--- src/rtl/ext_pipe.sv ---
// Pipelined immediate extender with a 2-entry (main + skid) valid/ready buffer.
// Outputs come straight from the main register; in_ready depends only on occupancy.
module ext_pipe #(
    parameter int unsigned IMM_W  = 16,
    parameter int unsigned DATA_W = 32,
    parameter int unsigned SHAMT  = 2
) (
    input  logic              clk,
    input  logic              rst_n,
    input  logic              flush,
    input  logic              in_valid,
    output logic              in_ready,
    input  logic [IMM_W-1:0]  imm,
    input  logic [2:0]        eop,
    output logic              out_valid,
    input  logic              out_ready,
    output logic [DATA_W-1:0] ext,
    output logic              bad_op
);

    typedef enum logic [1:0] {
        EMPTY = 2'd0,
        ONE   = 2'd1,
        FULL  = 2'd2
    } state_t;

    state_t            state;
    logic [DATA_W-1:0] m_ext, k_ext;
    logic              m_bad, k_bad;
    logic [DATA_W-1:0] new_ext;
    logic              new_bad;
    logic [DATA_W-1:0] sx, zx;
    logic              in_xfer, out_xfer;

    always_comb begin
        sx      = {{(DATA_W-IMM_W){imm[IMM_W-1]}}, imm};
        zx      = {{(DATA_W-IMM_W){1'b0}}, imm};
        new_ext = '0;
        new_bad = 1'b0;
        case (eop)
            3'b000:  new_ext = sx;
            3'b001:  new_ext = zx;
            3'b010:  new_ext = {imm, {(DATA_W-IMM_W){1'b0}}};
            3'b011:  new_ext = sx << SHAMT;
            3'b100:  new_ext = zx << SHAMT;
            default: new_bad = 1'b1;
        endcase
    end

    assign in_ready  = (state != FULL);
    assign out_valid = (state != EMPTY);
    assign ext       = m_ext;
    assign bad_op    = m_bad;
    assign in_xfer   = in_valid && in_ready;
    assign out_xfer  = out_valid && out_ready;

    always_ff @(posedge clk or negedge rst_n) begin
        if (!rst_n) begin
            state <= EMPTY;
            m_ext <= '0;
            m_bad <= 1'b0;
            k_ext <= '0;
            k_bad <= 1'b0;
        end else if (flush) begin
            // Entry contents are left stale; out_valid gates them.
            state <= EMPTY;
        end else begin
            case (state)
                EMPTY: begin
                    if (in_xfer) begin
                        m_ext <= new_ext;
                        m_bad <= new_bad;
                        state <= ONE;
                    end
                end
                ONE: begin
                    if (in_xfer && out_xfer) begin
                        m_ext <= new_ext;
                        m_bad <= new_bad;
                    end else if (out_xfer) begin
                        state <= EMPTY;
                    end else if (in_xfer) begin
                        k_ext <= new_ext;
                        k_bad <= new_bad;
                        state <= FULL;
                    end
                end
                FULL: begin
                    if (out_xfer) begin
                        m_ext <= k_ext;
                        m_bad <= k_bad;
                        state <= ONE;
                    end
                end
                default: state <= EMPTY;
            endcase
        end
    end

endmodule

--- config.mk ---
export PLATFORM = sky130hd
export DESIGN_NAME = ext_pipe
export DESIGN_NICKNAME = d
export VERILOG_FILES = /design/src/rtl/ext_pipe.sv
export SDC_FILE = /design/constraint.sdc
export NUM_CORES = 1
export LEC_CHECK = 0
export BUFFER_PORTS_ARGS = -buffer_cell sky130_fd_sc_hd__buf_2
export CAP_MARGIN = 0
export CORE_ASPECT_RATIO = 0.9
export CORE_MARGIN = 2
export CORE_UTILIZATION = 55
export CTS_BUF_LIST = sky130_fd_sc_hd__clkbuf_16
export DETAILED_ROUTE_END_ITERATION = 16
export GPL_TIMING_DRIVEN = 1
export PLACE_DENSITY = 0.78
export SYNTH_ARGS = -nofsm -noshare
export SYNTH_HDL_FRONTEND = slang
export SYNTH_SLANG_ARGS = --single-unit
--- constraint.sdc ---
create_clock -name clk -period 3.3 [get_ports clk]
set_input_delay 0.33 -clock clk [delete_from_list [all_inputs] [get_ports clk]]
set_output_delay 0.33 -clock clk [all_outputs]
set_load 0.02 [all_outputs]
### Word level (Yosys, flattened, before mapping)

Index checks and enable logic that the tools add are counted.

* eq/ne operators: 14
* muxes and demuxes: 17
* bitwise operators: 3
* reductions and logical operators: 11

Operator list (number)
* $pmux W32 S5: 1
* $mux W32: 3
* $pmux W32 S3: 1
* $mux W2: 6
* $reduce_and A5 Y1: 2
* $ne A3 B3 Y1 const B: 3
* $ne A2 B2 Y1 const B: 4
* $eq A3 B2 Y1 const B: 2
* $pmux W2 S3: 1
* $reduce_or A5 Y1: 1
* $mux W1: 4
* $ne A4 B4 Y1 const B: 1
* $reduce_and A4 Y1: 1
* $eq A3 B1 Y1 const B: 1
* $eq A3 B3 Y1 const B: 1
* $logic_and A1 B1 Y1: 3
* $logic_not A3 Y1: 1
* $not A1 Y1: 3
* $pmux W1 S3: 1
* $reduce_bool A3 Y1: 1
* $eq A2 B1 Y1 const B: 1
* $eq A2 B2 Y1 const B: 1
* $logic_not A2 Y1: 1
* $reduce_bool A2 Y1: 1

* register bits after elaboration: 68
* output and inout port bits: 35
* word-level logic and storage cells: 50

### Depth between registers and ports, before layout

Gate-level depths: netlist of the first run.

* word-level depth: 7
* mapped depth: 8
* gate-level depth less buffers: 5

### Worst setup path before layout of the first run

OpenSTA, ideal clock, no wires.

* kind: register to register
* start: reg state[1]
* end: reg m_ext[19] (netlist: ext[19])
* arrival: 1342 ps
* required time: 3175 ps
* slack: 1833 ps
* cell stages (with the launch flop): 6
* buffers on the path: 2
* path through: dfrtp_1 > mux2i_1 > o31a_1 > buf_2 > buf_6 > mux2_4

* cells in the longest elaborated chain, start to end: 5
* elaborated cells between the ends (all ways): 14
* those cells by class: 6 x eq/ne; 1 x mux; 7 x reduce/logical

RTL lines
* from (decl): line 27 `state_t state;`
* from (signal assigned): line 59 `state <= EMPTY;`
* from (signal assigned): line 66 `state <= EMPTY;`
* from (signal assigned): line 73 `state <= ONE;`
* $ne A2 B2 Y1 or $reduce_bool A2 Y1 (tied branches): line 50, 51
* $logic_and A1 B1 Y1, on equally long branches: line 54, 55
* $logic_and A1 B1 Y1: line 77 `if (in_xfer && out_xfer) begin`
* $ne A2 B2 Y1 (no line)
* $reduce_and A5 Y1 (no line)
* to (signal assigned): line 71 `m_ext <= new_ext;`
* to (signal assigned): line 78 `m_ext <= new_ext;`
* to (signal assigned): line 90 `m_ext <= k_ext;`
* to (decl): line 28 `logic [DATA_W-1:0] m_ext, k_ext;`

Several ways; a longest one is shown, not always the timed one.
A chain may end at the register's enable or synchronous reset.

### Worst setup path after layout of the first run

* start: reg state[1]
* end: reg m_ext[14] (netlist: ext[14])

The elaborated chain is that of the path after synthesis.

==> summary.txt, run 1 <==
status: complete, no violations
Setup Skew: 0.005621 ns
maximum fanout along the worst path: 23
Global Route Usage Sum: 25.02%
largest net degree at the start of global routing: 45
DRT antenna net count: 0
ys async rst share: 100.0%
number of I/O pins: 59
final core utilization: 66.04%
Seq/Total Area, Yosys: 44.91%
placed insts: 519
CP cell instances: nor2b_2, inv_2, nand2b_1, o221a_2, o21ai_1
Clk Latency, worst-skew pair: 0.33 ns
Sw Ratio: 27.22%
switching power: 706.4 uW
worst r2r path cells: 5
Area contributors post-synth: dfrtp_1 45%, nand2_1 6.1%, mux2_2 5.9%
Core Area: 6621 um^2
total CTS buffers: 9
postcts setup bufs: 0
EDFF count, synth: 0
# rows: 28
fin crit period: 2.224 ns
max-slew violation count: 0
Initial Utilization: 57.22%
drt first pass iters: 5
Primary FF master, synth: dfrtp_1
maximum clock rate: 0.4497 GHz
Vias: 3219
fin cells: 535
met1 usage: 32.55%
chip width: 91.49 um
vias in the first global route: 2991
final net count: 464
Crit path max-delay family: simple AND/OR/NAND/NOR gates
total wire length: 9.022 mm
most used routing layer: met2
FF-to-FF End: ext[14]$_DFFE_PN0P_
critical path endpoint: ext[14]$_DFFE_PN0P_
setup TNS: 0 ns
Critical Path AT: 2.48 ns
crit path from: state[1]$_DFFE_PN0P_
met2 global-route usage: 41.69%
critical path class: register to register
GP Congestion: 0.8366
worst path bufs/invs: 1
Sequential Power Share: 39.9%
htree depth: 3
Area Overhead vs Synth: 15.42%
layout cells sized above 1: 27.42%
Wirelength per Cell: 16.86 um
Synth Warn #: 0
HPWL after DPL: 5.883 mm
Syn Area/Cell: 9.472 um^2
R2R Setup Slk: 1.08 ns
Synth Instances: 400
Final Hold Viols: 0
Setup crit end kind: register
deepest clock path buffer count: 2
Hold WC Path Type: input port to asynchronous set/reset pin
initial antenna violation count: 0
Clock Power Share: 41.4%
global-route wire length before repair: 14.84 mm
Iteration-0 DRC Markers: 314
slowest CP cell: nand2b_1
reg2reg start: state[1]$_DFFE_PN0P_
internal power: 1.889 mW
die height: 82.74 um
Overflow after GRT: 0
drt drc: 0
final worst-path cycle share: 67.39%
CTS tree: done
via density per instance: 6.017
grt met3 use: 6.624%
leakage power: 2.050 nW
top cell type by total area after synthesis: dfrtp_1
peak supply drop: 460.8 uV
post-CTS sizing: 0
FF+latch count, synth: 68
Slew HR: 34.36%
slew of the pin with the lowest slew margin: 0.9846 ns
Clock transition at path regs: 0.06 ns
overall die area: 7569 um^2
clock root buffer: clkbuf_16
IO Port Bufs: 58
critical path's largest stage delay: 0.60 ns
max_cap viols: 0
ant diodes: 0
Synth top cells by count: 68 x dfrtp_1, 62 x nand2_1, 45 x o21ai_0, 32 x nor2b_1, 29 x a21oi_1
most instantiated library cell after synthesis: dfrtp_1
Comb power frac: 18.6%
cts-stage hold buffer count: 0
RSZ-0062 raised after global routing: no
final setup vio count: 0
worst endpoint required time: 3.55 ns
CP Launch Type: register
Pwr per Cell Area: 593.4 nW/um^2
share of the synthesized area in the top cell type: 44.91%
net count after synthesis: 424
critical path depth in cells: 5
Post-Syn Area: 3789 um^2
Netlist cell types: 43
Num Clock Sinks: 68
==> placed cells by master, fill, tap and decap left out, types with 2 or more instances in the layout <==
master     netlist  final
dfrtp_1         68     68
mux2_2          20     20
o21ai_1          5      5
o221a_2          5      5
nor2b_1         32     31
a221oi_2        10     10
nand2b_1         2      2
nand3_1          2      2
clkinv_1         0      2
a21o_1          15     15
o31ai_1          4      4
o21ai_0         45     45
nor2_1          25     25
buf_4            2      4
buf_2           12     58
clkbuf_16        0      9
a32o_1           9      9
bufinv_16        0      3
and2_1           2      2
a21oi_1         29     29
mux2_4           3      3
nand2_1         62     62
inv_1            1      2
o211ai_1         9      9
==> power by group through the flow <==
stage          clock (mW)  sequential [mW]  combinational [mW]
2_1_floorplan           0             1.11               0.264
3_3_place_gp            0             1.04               0.474
3_5_place_dp            0             1.05               0.481
4_1_cts              1.09             1.04               0.487
5_1_grt              1.13             1.05               0.531
6_report             1.08             1.04               0.484
==> sequential cells by signal, summed over array words and instances (netlist names) <==
name / cells
ext: 32
bad_op: 1
k_ext: 32
state: 2
k_bad: 1
==> worst reg2reg max path, cell delays in order, from the launching register on <==
cell,delay (ns)
dfrtp_1,0.43
nor2b_2,0.18
inv_2,0.31
nand2b_1,0.61
o221a_2,0.48
o21ai_1,0.13
==> worst min path at each step <==
stage          start                   to
6_report       rst_n  ext[28]$_DFFE_PN0P_
5_1_grt        rst_n  ext[22]$_DFFE_PN0P_
4_1_cts        rst_n   ext[0]$_DFFE_PN0P_
3_5_place_dp   rst_n  ext[28]$_DFFE_PN0P_
3_3_place_gp   rst_n  ext[28]$_DFFE_PN0P_
2_1_floorplan  rst_n   bad_op$_DFFE_PN0P_
==> per-layer routing <==
layer / share of wire (%) / wire length, um / up-vias
met5: 0 / 0 / -
met3: 6.8 / 609 / 9
li1: - / - / 1504
met2: 49 / 4385 / 135
met1: 44 / 3935 / 1571
met4: 1.0 / 92 / 0
==> cell type report <==
class | instances | area, um^2
Clock buffer | 9 | 225.2
Clock inverter | 7 | 106.4
Fill cell | 555 | 2248
Inverter | 2 | 7.507
Multi-Input combinational cell | 297 | 1899
Sequential cell | 68 | 1702
Tap cell | 90 | 112.6
Timing Repair Buffer | 62 | 320.3
==> cells by family after synthesis <==
logic type,after synthesis,share of synthesized area (%)
multiplexers,24,7.398
buffers and inverters,35,5.052
AO/OA/AOI/OAI,137,25.17
AND/OR/NAND/NOR,136,17.47
flip-flops,68,44.91
==> through the flow <==
step           hold WS, ns  setup slack [ns]  area, um^2  power (mW)
5_1_grt            0.08736            0.9388        4373       2.715
6_report           0.02526             1.076        4373       2.595
3_3_place_gp        0.3973             1.137        4041       1.517
2_1_floorplan      0.03441             1.833        3789       1.377
4_1_cts            0.05292             1.053        4373       2.611
3_5_place_dp        0.4064             1.140        4041       1.530
Note: power is estimated with default switching activity, not from simulation.
==> run 2: changes to the inputs <==
--- a/config.mk
+++ b/config.mk
@@ -5,6 +5,7 @@
 export SDC_FILE = /design/constraint.sdc
 export NUM_CORES = 1
 export LEC_CHECK = 0
+export ABC_AREA = 1
 export BUFFER_PORTS_ARGS = -buffer_cell sky130_fd_sc_hd__buf_2
 export CAP_MARGIN = 0
 export CORE_ASPECT_RATIO = 0.9
==> constraint.sdc (replaced) <==
create_clock -name clk -period 2.1 [get_ports clk]
set_input_delay 0.21 -clock clk [delete_from_list [all_inputs] [get_ports clk]]
set_output_delay 0.21 -clock clk [all_outputs]
set_load 0.02 [all_outputs]
==> run 2 against run 1 <==
Compared with the run above: register-to-register slack worse by 0.71 ns; largest cell class is now flip-flops and latches; design area shrank 5.3%; combinational power up 84%; largest power group is now registers.
==> summary.txt, run 2 <==
status: complete, no violations (unchanged)
most frequent cells in the layout: 256 x nand2_1, 68 x dfrtp_1, 58 x buf_2 (was 68 x dfrtp_1, 62 x nand2_1, 58 x buf_2)
htree depth: 3 (unchanged)
Clock Power Share: 33.7% (was 41.4%)
Hold WC Path Type: input port to register (was input port to asynchronous set/reset pin)
Netlist cell types: 23 (was 43)
Slew HR: 53.75% (was 34.36%)
switching power: 1.268 mW (was 706.4 uW)
maximum clock rate: 0.5427 GHz
Synth Warn #: 0 (unchanged)
Wirelength per Cell: 13.58 um (was 16.86 um)
Seq/Total Area, Yosys: 48.35% (was 44.91%)
Clk Latency, worst-skew pair: 0.33 ns (about the same)
Syn Area/Cell: 7.125 um^2 (was 9.472 um^2)
DRT antenna net count: 0 (unchanged)
Sw Ratio: 32.23% (was 27.22%)
Synth Instances: 494 (was 400)
EDFF count, synth: 0 (unchanged)
mux cell area share after synthesis: 0% (was 7.398%)
Area Overhead vs Synth: 17.67% (was 15.42%)
Core Area: 6148 um^2 (was 6621 um^2)
# rows: 27 (was 28)
postcts setup bufs: 0 (unchanged)
Iteration-0 DRC Markers: 233 (was 314)
overall die area: 7056 um^2 (was 7569 um^2)
slowest CP cell: dfrtp_1 (was nand2b_1)
Critical Path AT: 1.63 ns (was 2.48 ns)
Min-Delay Path Depth: 4
Crit path max-delay family: buffers and inverters (was simple AND/OR/NAND/NOR gates)
drt first pass iters: 5 (unchanged)
fin area: 4141 um^2 (was 4373 um^2)
XOR/XNOR share of the synthesized area: 0% (unchanged)
worst path bufs/invs: 3 (was 1)
Global Route Usage Sum: 27.34% (was 25.02%)
reg2reg start: state[0]$_DFFE_PN0P_ (was state[1]$_DFFE_PN0P_)
Filler cells: 537 (was 555)
fin crit period: 1.843 ns
Final Hold Viols: 0 (unchanged)
Overflow after GRT: 0 (unchanged)
max-slew violation count: 0 (unchanged)
Pwr per Cell Area: 949.5 nW/um^2 (was 593.4 nW/um^2)
Vias: 3392 (was 3219)
GP Congestion: 0.9025 (was 0.8366)
Worst Hold End: state[0]$_DFFE_PN0P_
total wire length: 8.734 mm (was 9.022 mm)
R2R Setup Slk: 0.37 ns (was 1.08 ns)
ant diodes: 0 (unchanged)
final setup vio count: 0 (unchanged)
Setup crit end kind: primary output (was register)
total CTS buffers: 9 (unchanged)
deepest clock path buffer count: 2 (unchanged)
clock root buffer: clkbuf_16 (unchanged)
peak supply drop: 606.1 uV (was 460.8 uV)
CP cell instances: inv_1, nand2_1, buf_4, buf_2 (was nor2b_2, inv_2, nand2b_1, o221a_2, o21ai_1)
number of I/O pins: 59 (unchanged)
Simple-Gate Fraction of Synth Area: 42.13% (was 17.47%)
vias in the first global route: 3210 (was 2991)
initial antenna violation count: 0 (unchanged)
largest family of logic cells by synthesized area: simple AND/OR/NAND/NOR gates (was compound AO/OA/AOI/OAI gates)
share of the synthesized area in the top cell type: 48.35% (was 44.91%)
DP Area: 3871 um^2 (was 4041 um^2)
FF+latch count, synth: 68 (unchanged)
leakage power: 2.484 nW (was 2.050 nW)
critical path's largest stage delay: 0.44 ns (was 0.60 ns)
global-route wire length before repair: 14.78 mm (was 14.84 mm)
hold_sp: in_valid
final net count: 575 (was 464)
cts-stage hold buffer count: 1 (was 0)
Area contributors post-synth: dfrtp_1 48%, nand2_1 27%, nand3_1 6.8% (was dfrtp_1 45%, nand2_1 6.1%, mux2_2 5.9%)
total power: 3.932 mW (was 2.595 mW)
RSZ-0062 raised after global routing: no (unchanged)
most common cell after layout, fill and taps aside: nand2_1 (was dfrtp_1)
CP Launch Type: register (unchanged)
Compound-Gate Fraction of Synth Area: 2.915% (was 25.17%)
die height: 79.89 um (was 82.74 um)
drt drc: 0 (unchanged)
ys async rst share: 100.0% (unchanged)
final worst-path cycle share: 87.75%
net count after synthesis: 518 (was 424)
max_cap viols: 0 (unchanged)
Synth top cells by count: 256 x nand2_1, 68 x dfrtp_1, 48 x nand3_1, 23 x nor2_1, 22 x inv_1 (was 68 x dfrtp_1, 62 x nand2_1, 45 x o21ai_0, 32 x nor2b_1, 29 x a21oi_1)
critical path class: register to primary output (was register to register)
worst r2r path cells: 8 (was 5)
Comb power frac: 22.7% (was 18.6%)
worst endpoint required time: 1.89 ns (was 3.55 ns)
Num Clock Sinks: 68 (unchanged)
CTS tree: done (unchanged)
layout cells sized above 1: 17.45% (was 27.42%)
Sequential Power Share: 43.6% (was 39.9%)
maximum fanout along the worst path: 18 (was 23)
Initial Utilization: 57.24% (was 57.22%)
Clock transition at path regs: 0.05 ns (was 0.06 ns)
slew of the pin with the lowest slew margin: 0.6938 ns (was 0.9846 ns)
setup TNS: 0 ns (unchanged)
via density per instance: 5.275 (was 6.017)
FF-to-FF End: ext[26]$_DFFE_PN0P_ (was ext[14]$_DFFE_PN0P_)
Post-Syn Area: 3520 um^2 (was 3789 um^2)
Synth Area in Adders: 0% (unchanged)
post-CTS sizing: 0 (unchanged)
Primary FF master, synth: dfrtp_1 (unchanged)
largest net degree at the start of global routing: 40 (was 45)
top cell type by total area after synthesis: dfrtp_1 (unchanged)
most instantiated library cell after synthesis: nand2_1 (was dfrtp_1)
internal power: 2.665 mW (was 1.889 mW)
chip width: 88.32 um (was 91.49 um)
HPWL after DPL: 5.818 mm (was 5.883 mm)
Setup Skew: 0.004501 ns (was 0.005621 ns)
IO Port Bufs: 58 (unchanged)
[run 2: routing by layer]
layer,vias up,global-route usage (%),part of all wire (%)
met2,120,43.91,47
li1,1655,-,-
met5,-,0,0
met1,1592,34.25,44
met3,25,6.412,5.9
met4,0,14.09,3.0
[run 2: final cells by class]
| class | instances | area [um^2] | share of cell area [%] |
|---|---|---|---|
| clock buffer | 9 | 225.2 | 5.438 |
| clock inverter | 7 | 35.03 | 0.8459 |
| inverter | 26 | 97.59 | 2.356 |
| multi-input combinational | 377 | 1585 | 38.28 |
| sequential | 68 | 1702 | 41.09 |
| tap | 87 | 108.9 | 2.628 |
| timing repair buffer | 69 | 387.9 | 9.366 |
[run 2: per-stage QoR]
step	util (%)	instances	hold WS, ns	worst slack (ns)
2_1_floorplan	-	494	-0.08559	0.6870
3_3_place_gp	62.96	626	0.2906	0.4175
3_5_place_dp	62.96	626	0.2886	0.3821
4_1_cts	67.36	643	0.2219	0.2669
5_1_grt	67.36	643	0.2437	0.1655
6_report	67.36	643	0.2197	0.2573
[run 2: cell families (layout without fill, tap and decap cells)]
group,count (synthesis),in the layout
compound gates,20,20
buf+inv,49,111
simple gates,357,357
flops,68,68
[run 2: how the worst max path moves through the flow]
| stage | startpoint | to | slack, ns | depth (start not counted) |
|---|---|---|---|---|
| after floorplan | state[0]$_DFFE_PN0P_ | ext[18]$_DFFE_PN0P_ | 0.69 | 9 |
| after global placement | state[0]$_DFFE_PN0P_ | ext[29]$_DFFE_PN0P_ | 0.42 | 8 |
| after detailed placement | state[0]$_DFFE_PN0P_ | ext[26]$_DFFE_PN0P_ | 0.38 | 8 |
| after CTS | state[0]$_DFFE_PN0P_ | in_ready | 0.27 | 4 |
| after global routing | state[0]$_DFFE_PN0P_ | in_ready | 0.17 | 4 |
| final | state[0]$_DFFE_PN0P_ | in_ready | 0.26 | 4 |
[run 2: worst min-delay path: stages]
cell	delay, ns
buf_2	0.09
o21ai_0	0.07
nand3_1	0.07
a21oi_1	0.06
[run 2: power by group through the flow]
stage | logic [mW] | clock network (mW) | registers [mW]
after global placement | 0.874 | 0 | 1.72
after CTS | 0.902 | 1.34 | 1.72
after floorplan | 0.436 | 0 | 1.89
after detailed placement | 0.894 | 0 | 1.73
final | 0.892 | 1.32 | 1.72
after global routing | 1.01 | 1.40 | 1.75
